--- config.mk ---
export PLATFORM = sky130hd
export DESIGN_NAME = ifu_fetch_ctrl
export DESIGN_NICKNAME = d
export VERILOG_FILES = /design/src/rtl/ifu_fetch_ctrl_pkg.sv /design/src/rtl/ifu_inst_buf.sv /design/src/rtl/ifu_fetch_ctrl.sv
export SDC_FILE = /design/constraint.sdc
export NUM_CORES = 1
export LEC_CHECK = 0
export ABC_AREA = 1
export ABC_CLOCK_PERIOD_IN_PS = 4200
export CAP_MARGIN = 40
export CORE_MARGIN = 3
export CORE_UTILIZATION = 57
export DETAILED_ROUTE_END_ITERATION = 10
export PLACE_DENSITY = 0.93
export SYNTH_ARGS = -nofsm -noshare
export SYNTH_HDL_FRONTEND = slang
export SYNTH_SLANG_ARGS = --single-unit
--- constraint.sdc ---
create_clock -name clk -period 4.2 [get_ports clk]
set_input_delay 1.05 -clock clk [delete_from_list [all_inputs] [get_ports clk]]
set_output_delay 1.05 -clock clk [all_outputs]
set_load 0.005 [all_outputs]
--- src/rtl/ifu_fetch_ctrl_pkg.sv ---
// Shared widths and FSM state encoding for the instruction fetch controller.
package ifu_fetch_ctrl_pkg;

  localparam int ADDR_WIDTH = 32;
  localparam int DATA_WIDTH = 32;
  localparam int PC_WIDTH   = 32;
  localparam int INST_WIDTH = 32;

  typedef enum logic [1:0] {
    ST_IDLE = 2'd0,
    ST_WAIT = 2'd1,
    ST_DROP = 2'd2
  } fetch_state_e;

  // Redirect targets are word aligned; the low two bits are ignored.
  function automatic logic [PC_WIDTH-1:0] align_pc(input logic [PC_WIDTH-1:0] pc);
    return {pc[PC_WIDTH-1:2], 2'b00};
  endfunction

endpackage

--- src/rtl/ifu_inst_buf.sv ---
// Small synchronous FIFO holding fetched {pc, instruction} pairs.
// The head entry is presented combinationally; flush empties the buffer.
module ifu_inst_buf #(
  parameter int WIDTH = 64,
  parameter int DEPTH = 2
) (
  input  logic             clk,
  input  logic             rst_n,
  input  logic             push,
  input  logic [WIDTH-1:0] push_data,
  input  logic             pop,
  input  logic             flush,
  output logic             full,
  output logic             empty,
  output logic [WIDTH-1:0] head
);

  localparam int PTR_W = (DEPTH > 1) ? $clog2(DEPTH) : 1;

  logic [WIDTH-1:0] mem [DEPTH];
  logic [PTR_W-1:0] rd_ptr;
  logic [PTR_W-1:0] wr_ptr;
  logic [PTR_W:0]   count;
  logic             do_push;
  logic             do_pop;

  // A pop frees the slot for a same-cycle push even when full.
  assign do_pop  = pop && !empty;
  assign do_push = push && (!full || do_pop);

  assign full  = (count == (PTR_W+1)'(DEPTH));
  assign empty = (count == '0);
  assign head  = mem[rd_ptr];

  // Storage, pointers and occupancy; flush wins over push and pop.
  always_ff @(posedge clk or negedge rst_n) begin
    if (!rst_n) begin
      for (int i = 0; i < DEPTH; i++) begin
        mem[i] <= '0;
      end
      rd_ptr <= '0;
      wr_ptr <= '0;
      count  <= '0;
    end else if (flush) begin
      rd_ptr <= '0;
      wr_ptr <= '0;
      count  <= '0;
    end else begin
      if (do_push) begin
        mem[wr_ptr] <= push_data;
        wr_ptr      <= wr_ptr + PTR_W'(1);
      end
      if (do_pop) begin
        rd_ptr <= rd_ptr + PTR_W'(1);
      end
      case ({do_push, do_pop})
        2'b10:   count <= count + (PTR_W+1)'(1);
        2'b01:   count <= count - (PTR_W+1)'(1);
        default: count <= count;
      endcase
    end
  end

endmodule

--- src/rtl/ifu_fetch_ctrl.sv ---
// Instruction fetch controller: issues one fetch at a time to instruction
// memory, buffers responses for decode and handles execute-stage redirects.
//
// state   | meaning
// --------+------------------------------------------------------------
// ST_IDLE | no request outstanding; may issue a fetch if buffer has room
// ST_WAIT | one request outstanding; its response is written to buffer
// ST_DROP | one request outstanding; its response is discarded
module ifu_fetch_ctrl
  import ifu_fetch_ctrl_pkg::*;
#(
  parameter logic [PC_WIDTH-1:0] RESET_PC  = '0,
  parameter int                  BUF_DEPTH = 2
) (
  input  logic                  clk,
  input  logic                  rst_n,
  output logic                  ifu_req_addr_vld,
  output logic [ADDR_WIDTH-1:0] ifu_req_addr,
  input  logic                  ifu_req_data_vld,
  input  logic [DATA_WIDTH-1:0] ifu_req_data,
  input  logic                  redirect_vld,
  input  logic [PC_WIDTH-1:0]   redirect_pc,
  input  logic                  ifu_ready,
  output logic                  ifu_valid,
  output logic [PC_WIDTH-1:0]   ifu_pc,
  output logic [INST_WIDTH-1:0] ifu_inst
);

  localparam int BUF_W = PC_WIDTH + INST_WIDTH;

  fetch_state_e          state;
  logic [PC_WIDTH-1:0]   fetch_pc;
  logic                  req_vld_q;
  logic [ADDR_WIDTH-1:0] req_addr_q;

  logic                  buf_push;
  logic                  buf_pop;
  logic                  buf_full;
  logic                  buf_empty;
  logic [BUF_W-1:0]      buf_head;

  // Only a non-redirected response in WAIT lands in the buffer.
  assign buf_push = (state == ST_WAIT) && ifu_req_data_vld && !redirect_vld;
  assign buf_pop  = ifu_valid && ifu_ready;

  ifu_inst_buf #(
    .WIDTH (BUF_W),
    .DEPTH (BUF_DEPTH)
  ) u_inst_buf (
    .clk       (clk),
    .rst_n     (rst_n),
    .push      (buf_push),
    .push_data ({fetch_pc, INST_WIDTH'(ifu_req_data)}),
    .pop       (buf_pop),
    .flush     (redirect_vld),
    .full      (buf_full),
    .empty     (buf_empty),
    .head      (buf_head)
  );

  assign ifu_valid        = !buf_empty;
  assign ifu_pc           = buf_head[BUF_W-1 -: PC_WIDTH];
  assign ifu_inst         = buf_head[INST_WIDTH-1:0];
  assign ifu_req_addr_vld = req_vld_q;
  assign ifu_req_addr     = req_addr_q;

  // Fetch FSM: request issue, response accounting, redirect and fetch_pc update.
  always_ff @(posedge clk or negedge rst_n) begin
    if (!rst_n) begin
      state      <= ST_IDLE;
      fetch_pc   <= RESET_PC;
      req_vld_q  <= 1'b0;
      req_addr_q <= '0;
    end else begin
      req_vld_q <= 1'b0;
      case (state)
        ST_IDLE: begin
          if (redirect_vld) begin
            fetch_pc <= align_pc(redirect_pc);
          end else if (!buf_full) begin
            req_vld_q  <= 1'b1;
            req_addr_q <= ADDR_WIDTH'(fetch_pc);
            state      <= ST_WAIT;
          end
        end
        ST_WAIT: begin
          if (redirect_vld) begin
            fetch_pc <= align_pc(redirect_pc);
            state    <= ifu_req_data_vld ? ST_IDLE : ST_DROP;
          end else if (ifu_req_data_vld) begin
            fetch_pc <= fetch_pc + PC_WIDTH'(4);
            state    <= ST_IDLE;
          end
        end
        ST_DROP: begin
          if (redirect_vld) begin
            fetch_pc <= align_pc(redirect_pc);
          end
          if (ifu_req_data_vld) begin
            state <= ST_IDLE;
          end
        end
        default: state <= ST_IDLE;
      endcase
    end
  end

endmodule

==> metrics.md, run 1 <==
| Metric | Value |
|---|---|
| Run status | `finished clean` |
| Share of the clock period used by the worst path | `about four fifths` |
| Transition time of the tightest slew-check pin | `~0.74 ns` |
| Via count of the routed design | `approximately 8,400` |
| Vias in the first global route | `~8,300` |
| Skew-Pair Late Insertion Delay | `~0.44 ns` |
| Cts hold-fix bufs | `0` |
| Maximum resistive drop on vdd | `~0.42 mV` |
| Unrepaired setup endpoints after global routing | `no` |
| DIE AREA | `between 15,000 and 20,000 um^2` |
| 1st-iter DRT viols | `a little over 800` |
| Final TNS setup | `0 ns` |
| Summed area of non-filler cells in the final layout | `11,600 um^2` |
| Number of unique standard cell types used by synthesis | `33` |
| Worst Path Arrival | `~2.3 ns` |
| Power density over the cells | `between 600 and 700 nW/um^2` |
| Main synth FF type | `dfrtp_1` |
| Max cap viols | `0` |
| Number of standard cells in the final layout excluding fillers | `roughly 1,500` |
| First-pass DRT Iterations | `7` |
| Post-synthesis instance area | `9190 um^2` |
| Global-route wire length before repair | `a little over 40 mm` |
| Number of antenna violations at the first check in global routing | `1` |
| Static Leakage | `between 5 and 6 nW` |
| Core occupancy in the finished layout | `roughly 75%` |
| Kind of start point of the critical path | `flip-flop` |
| Number of buffers created by CTS | `17` |
| Maximum number of pins on one net before global-route repair | `107` |
| Max-slew violation count | `0` |
| Share of synthesized registers carrying an async set or reset | `100%` |
| Worst clock skew | `0.00835 ns` |
| Area growth from synthesis to layout | `25.9%` |
| DRC violation count after routing | `0` |
| Fraction of synthesized area in multiplexers | `0%` |
| Tightest hold margin | `between 0.4 and 0.5 ns` |
| Post-CTS Setup Repair Bufs | `0` |
| Post-DP HPWL | `around 16 mm` |
| Starting density of the core | `approximately 60%` |
| Highest net fanout along the worst path | `48` |
| EDFF count, synth | `0` |
| Startpoint-to-endpoint class of the critical path | `reg -> out` |
| Class of the tightest hold or removal check | `in -> async` |
| Number of cells upsized or downsized after cts | `0` |
| Gate Count Post-Synth | `about 1,200` |
| Number of rows created at floorplan | `45` |
| Routed wire per std cell | `between 15 and 20 um` |
| Setup WS post-layout | `a little over 0.8 ns` |
| Endpoint kind of the worst setup timing path | `output pin` |
| Fin. Hold Viols | `0` |
| Reg clk slew, reported paths | `~0.07 ns` |
| Simple-gate share of the synthesized area | `about 23%` |
| Compound-Gate Fraction of Synth Area | `about 16%` |
| Pwr Total | `8.10 mW` |
| FMAX | `between 200 and 300 MHz` |
| Final Routed Wirelength | `24.1 mm` |
| Total placed instance area | `10,900 um^2` |
| Syn avg cell area | `7.76 um^2` |
| Worst EP required | `roughly 3.2 ns` |
| Xor/xnor cell area share of the yosys netlist | `less than 1%` |
| Final Wtd Congestion | `slightly above 0.9` |
| Number of H-tree levels | `4` |
| Global Route Usage Sum | `between 20% and 30%` |
| Die Height | `~130 um` |
| Placed Cells | `about 1,500` |
| Max transition margin | `slightly above 50%` |
| Number of nets with antenna violations after routing | `0` |
| Largest family of logic cells by synthesized area | `simple AND/OR/NAND/NOR gates` |
| Setup violations, final | `0` |
| Number of buffer cells added on primary ports | `160` |
| Leftover overflow at the end of global routing | `0` |
| Cell at the root of the clock tree | `clkbuf_16` |
| Core area | `between 15,000 and 20,000 um^2` |
| Drt via density | `between 5 and 6` |
| Number of diodes added for antenna fixing | `0` |
| Number of synthesized register bits | `roughly 190` |
| Die W | `between 100 and 150 um` |
| Post-layout min period | `3.38 ns` |
| TritonCTS clock tree | `done` |
| Final layout net count | `1,387` |
| Share of final-layout standard cells stronger than drive strength 1 | `roughly 4.7%` |
| Number of warnings issued by yosys | `0` |
| CTS sink count | `~190` |
| Synthesized-area fraction occupied by adder cells | `less than 1%` |
| Sequential share of the synthesized area | `52.0%` |
| Buffer levels on the longest clock path | `2` |
| IO Pins | `167` |
| Post-Place Worst Slack | `~0.87 ns` |
## synth_stat cells (all sizes together) (3+ instances only)
cell	n	area, um^2
a21oi	9	45.0
a22oi	3	22.5
buf	31	223
clkbuf	33	124
dfrtp	191	4780
inv	127	477
nand2	417	1570
nand3	41	205
nor2	59	255
o21a	28	210
o21ai	221	1110
o22ai	5	31.3
or2	6	37.5
## report_power, final
part	internal, mW	total (mW)	leakage [nW]	switching (mW)
sequential	2.63	3.15	2.39	0.523
combinational	1.52	3.13	2.67	1.62
clock	1.07	1.81	0.320	0.740
total	5.22	8.10	5.38	2.88
## final timing paths
path	start	to	slack (ns)	cells past startpoint
max in group asynchronous	rst_n	u_inst_buf.mem[82]	2.60	3
min in group clk	ifu_req_addr[30]	ifu_req_addr[30]	0.48	2
max reg2reg	state[1]	u_inst_buf.mem[94]	1.93	7
max	u_inst_buf.rd_ptr	ifu_inst[7]	0.82	4
min reg2reg	ifu_req_addr[30]	ifu_req_addr[30]	0.48	2
min	rst_n	u_inst_buf.mem[86]	0.42	1
## layer usage
layer | vias up | global-route usage, % | share of wire, %
met5 | - | 0 | 0.046
met4 | 2 | 11.1 | 2.8
met3 | 60 | 6.08 | 7.8
met2 | 392 | 45.4 | 49
met1 | 3986 | 37.0 | 40
li1 | 4003 | - | -
## layout by cell type (no fill, tap or decap), types with 2 or more instances in the layout
cell	synthesis	final
nand2_1	416	416
o21ai_0	190	190
dfrtp_1	191	190
clkdlybuf4s50_1	0	159
inv_1	126	126
nor2_1	55	55
nand3_1	41	40
o21ai_1	31	31
o21a_1	28	28
clkbuf_16	0	17
buf_4	7	11
a21oi_1	9	9
or2_2	5	5
o22ai_1	5	5
bufinv_16	0	5
conb_1	1	4
nor2_4	2	3
a22oi_1	3	3
clkinv_4	0	3
inv_6	0	3
nand4_1	2	2
nor3_1	2	2
clkinv_2	0	2
buf_12	0	2
buf_16	0	2
## area by class of cell
| type | count | area [um^2] |
|---|---|---|
| clock buffer | 17 | 425 |
| sequential | 191 | 4780 |
| clock inverter | 15 | 231 |
| inverter | 127 | 477 |
| timing repair buffer | 175 | 1780 |
| tap | 211 | 264 |
| multi-input combinational | 805 | 3600 |
| fill | 1096 | 3920 |
## critical path, stage by stage (launching register included)
cell             delay, ns
dfrtp_4               0.64
buf_4                 0.44
nand2_1               0.08
o21ai_0               0.14
clkdlybuf4s50_1       0.58
## flip-flops by register name, summed over array words and instances, names as in the netlist
register	cells
fetch_pc	30
ifu_req_addr	30
state	2
u_inst_buf.count	2
ifu_req_addr_vld	1
u_inst_buf.mem	124
u_inst_buf.wr_ptr	1
u_inst_buf.rd_ptr	1
## cells by family after synthesis
family / after synthesis
AND/OR/NAND/NOR: 530
AO/OA/AOI/OAI: 269
buffers and inverters: 191
flip-flops: 191
XOR/XNOR: 1
adder cells (fa/ha/maj): 1
other: 1
(Power assumes the default switching activity.)
==> inputs of run 2 (changes only) <==
--- a/config.mk
+++ b/config.mk
@@ -6,12 +6,12 @@
 export NUM_CORES = 1
 export LEC_CHECK = 0
 export ABC_AREA = 1
-export ABC_CLOCK_PERIOD_IN_PS = 4200
+export ABC_CLOCK_PERIOD_IN_PS = 3100
 export CAP_MARGIN = 40
 export CORE_MARGIN = 3
-export CORE_UTILIZATION = 57
+export CORE_UTILIZATION = 48
 export DETAILED_ROUTE_END_ITERATION = 10
-export PLACE_DENSITY = 0.93
+export PLACE_DENSITY = 0.84
 export SYNTH_ARGS = -nofsm -noshare
 export SYNTH_HDL_FRONTEND = slang
 export SYNTH_SLANG_ARGS = --single-unit
==> constraint.sdc (replaced) <==
create_clock -name clk -period 3.1 [get_ports clk]
set_input_delay 0.775 -clock clk [delete_from_list [all_inputs] [get_ports clk]]
set_output_delay 0.775 -clock clk [all_outputs]
set_load 0.005 [all_outputs]
==> run 2 against run 1 <==
Net effect: setup slack worse by 0.65 ns; cell area grew 1.2%; cell count increased by 1.5%; via count shrank 2.8%; core utilization is 11 points lower; critical path depth shrank 1.
==> metrics.md, run 2 (synthesis gave the netlist of run 1 again) <==
| Metric | Value |
|---|---|
| Number of standard cells in the final layout excluding fillers | `1,564 (was 1,541)` |
| Final layout net count | `1,391 (was 1,387)` |
| Drt via density | `5.25 (was 5.48)` |
| Number of antenna violations at the first check in global routing | `0 (was 1)` |
| Post-layout min period | `2.93 ns` |
| Class of the tightest hold or removal check | `in -> async (unchanged)` |
| Worst Path Arrival | `2.16 ns (was 2.33 ns)` |
| Run status | `finished clean (unchanged)` |
| Final Routed Wirelength | `23.7 mm (was 24.1 mm)` |
| Max-slew violation count | `0 (unchanged)` |
| Reg clk slew, reported paths | `0.07 ns (about the same)` |
| Fin. Hold Viols | `0 (unchanged)` |
| Final TNS setup | `0 ns (unchanged)` |
| Power density over the cells | `935 nW/um^2 (was 700 nW/um^2)` |
| Global-route wire length before repair | `38.3 mm (was 40.6 mm)` |
| Worst clock skew | `0.00949 ns (was 0.00835 ns)` |
| Final Wtd Congestion | `0.935 (was 0.926)` |
| Setup violations, final | `0 (unchanged)` |
| Starting density of the core | `49.9% (was 59.3%)` |
| Largest Register | `u_inst_buf.mem (unchanged)` |
| Routed wire per std cell | `15.2 um (was 15.6 um)` |
| Number of buffer cells added on primary ports | `160 (unchanged)` |
| Post-DP HPWL | `15.9 mm (was 16.3 mm)` |
| Leading cell type in the layout, fill and taps excluded | `nand2_1 (unchanged)` |
| Number of buffers created by CTS | `17 (unchanged)` |
| Max transition margin | `51.8% (was 50.7%)` |
| IO Pins | `167 (unchanged)` |
| Number of H-tree levels | `4 (unchanged)` |
| Static Leakage | `5.41 nW (was 5.38 nW)` |
| Via count of the routed design | `8,204 (was 8,443)` |
| Total placed instance area | `11,000 um^2 (was 10,900 um^2)` |
| Most frequent cells in the layout | `416 x nand2_1, 190 x o21ai_0, 190 x dfrtp_1, 159 x clkdlybuf4s50_1, 126 x inv_1 (unchanged)` |
| CTS sink count | `191 (unchanged)` |
| Number of nets with antenna violations after routing | `0 (unchanged)` |
| Sequential cell area in the final layout | `4780 um^2 (unchanged)` |
| Maximum resistive drop on vdd | `0.494 mV (was 0.420 mV)` |
| Die W | `144 um (was 133 um)` |
| Vias in the first global route | `7,699 (was 8,278)` |
| Worst EP required | `2.32 ns (was 3.15 ns)` |
| Max cap viols | `0 (unchanged)` |
| Flip-flop count of the largest register, all copies and words added | `124 (unchanged)` |
| Global Route Usage Sum | `23.0% (was 28.0%)` |
| 1st-iter DRT viols | `697 (was 817)` |
| Highest net fanout along the worst path | `42 (was 48)` |
| Die Height | `144 um (was 133 um)` |
| Cts hold-fix bufs | `0 (unchanged)` |
| Core area | `18,400 um^2 (was 15,500 um^2)` |
| Startpoint-to-endpoint class of the critical path | `reg -> out (unchanged)` |
| Multi-input combinational cell area | `3600 um^2 (unchanged)` |
| Number of rows created at floorplan | `49 (was 45)` |
| Fillcell total | `1,537 (was 1,096)` |
| Unrepaired setup endpoints after global routing | `no (unchanged)` |
| Skew-Pair Late Insertion Delay | `0.44 ns (about the same)` |
| Maximum number of pins on one net before global-route repair | `83 (was 107)` |
| First-pass DRT Iterations | `5 (was 7)` |
| Summed area of non-filler cells in the final layout | `11,700 um^2 (was 11,600 um^2)` |
| DRC violation count after routing | `0 (unchanged)` |
| Kind of start point of the critical path | `flip-flop (unchanged)` |
| TritonCTS clock tree | `done (unchanged)` |
| Share of final-layout standard cells stronger than drive strength 1 | `4.95% (was 4.66%)` |
| Area growth from synthesis to layout | `27.4% (was 25.9%)` |
| Endpoint kind of the worst setup timing path | `output pin (unchanged)` |
| Transition time of the tightest slew-check pin | `0.722 ns (was 0.740 ns)` |
| Share of the clock period used by the worst path | `94.5%` |
| Leftover overflow at the end of global routing | `0 (unchanged)` |
| FMAX | `341 MHz` |
| Pwr Total | `10.9 mW (was 8.10 mW)` |
| DIE AREA | `20,800 um^2 (was 17,700 um^2)` |
| Buffer levels on the longest clock path | `2 (unchanged)` |
| Cell at the root of the clock tree | `clkbuf_16 (unchanged)` |
| Placed Cells | `1,529 (was 1,509)` |
-- run 2: cell types whose count changed in the layout (fill, tap and decap cells not counted) --
cell,before,now
buf_12,2,9
buf_4,11,7
buf_6,0,1
bufinv_16,5,4
clkbuf_8,1,2
clkinv_2,2,0
clkinv_4,3,4
clkinvlp_4,1,3
diode_2,0,1
inv_6,3,2
-- run 2: worst max-delay path, cell delays in order, from the launching register on --
cell,delay [ns]
dfrtp_4,0.61
buf_12,0.22
o21ai_0,0.30
clkdlybuf4s50_1,0.57
-- run 2: cell type report --
type                       instances  share of cell area (%)
timing repair buffer             179                    16.3
inverter                         127                    4.07
clock inverter                    14                    1.76
antenna                            1                  0.0214
multi-input combinational        805                    30.8
clock buffer                      18                    3.75
tap                              229                    2.45
sequential                       191                    40.9
-- run 2: metal layers --
layer	global-route usage, %	wire (um)	vias up	share of wire [%]
met3	4.10	1800	48	7.6
met2	36.4	10700	317	45
li1	-	-	4010	-
met4	7.46	563	0	2.4
met5	0	0	-	0
met1	32.5	10700	3829	45
-- run 2: per-stage QoR --
stage	worst slack (ns)	hold WS [ns]	utilization [%]
floorplan	1.12	0.464	-
global placement	0.481	0.465	59.7
detailed placement	0.448	0.472	59.9
CTS	0.0851	0.407	63.6
global route	0.0885	0.419	63.6
finish	0.169	0.366	63.6
-- run 2: final timing paths --
check                           slack (ns)            endpoint  cells after the start              start
worst max-delay path                  0.17           ifu_pc[8]                      3  u_inst_buf.rd_ptr
worst min-delay path                  0.37  u_inst_buf.mem[73]                      1              rst_n
worst max register to register        1.05        fetch_pc[14]                     10        fetch_pc[3]
worst min register to register        0.48    ifu_req_addr[30]                      2   ifu_req_addr[30]
max in group asynchronous             1.94  u_inst_buf.mem[95]                      2              rst_n
min in group clk                      0.48    ifu_req_addr[30]                      2   ifu_req_addr[30]
-- run 2: report_power, final --
| group | internal (mW) | switching [mW] | total, mW |
|---|---|---|---|
| registers | 3.56 | 0.678 | 4.24 |
| clock network | 1.39 | 1.00 | 2.39 |
| logic | 2.11 | 2.20 | 4.31 |
-- run 2: repair_timing --
item	4_1_cts	5_1_grt
endpoints found under the setup margin	1	5
buffers inserted	1	1
resized for setup	0	0
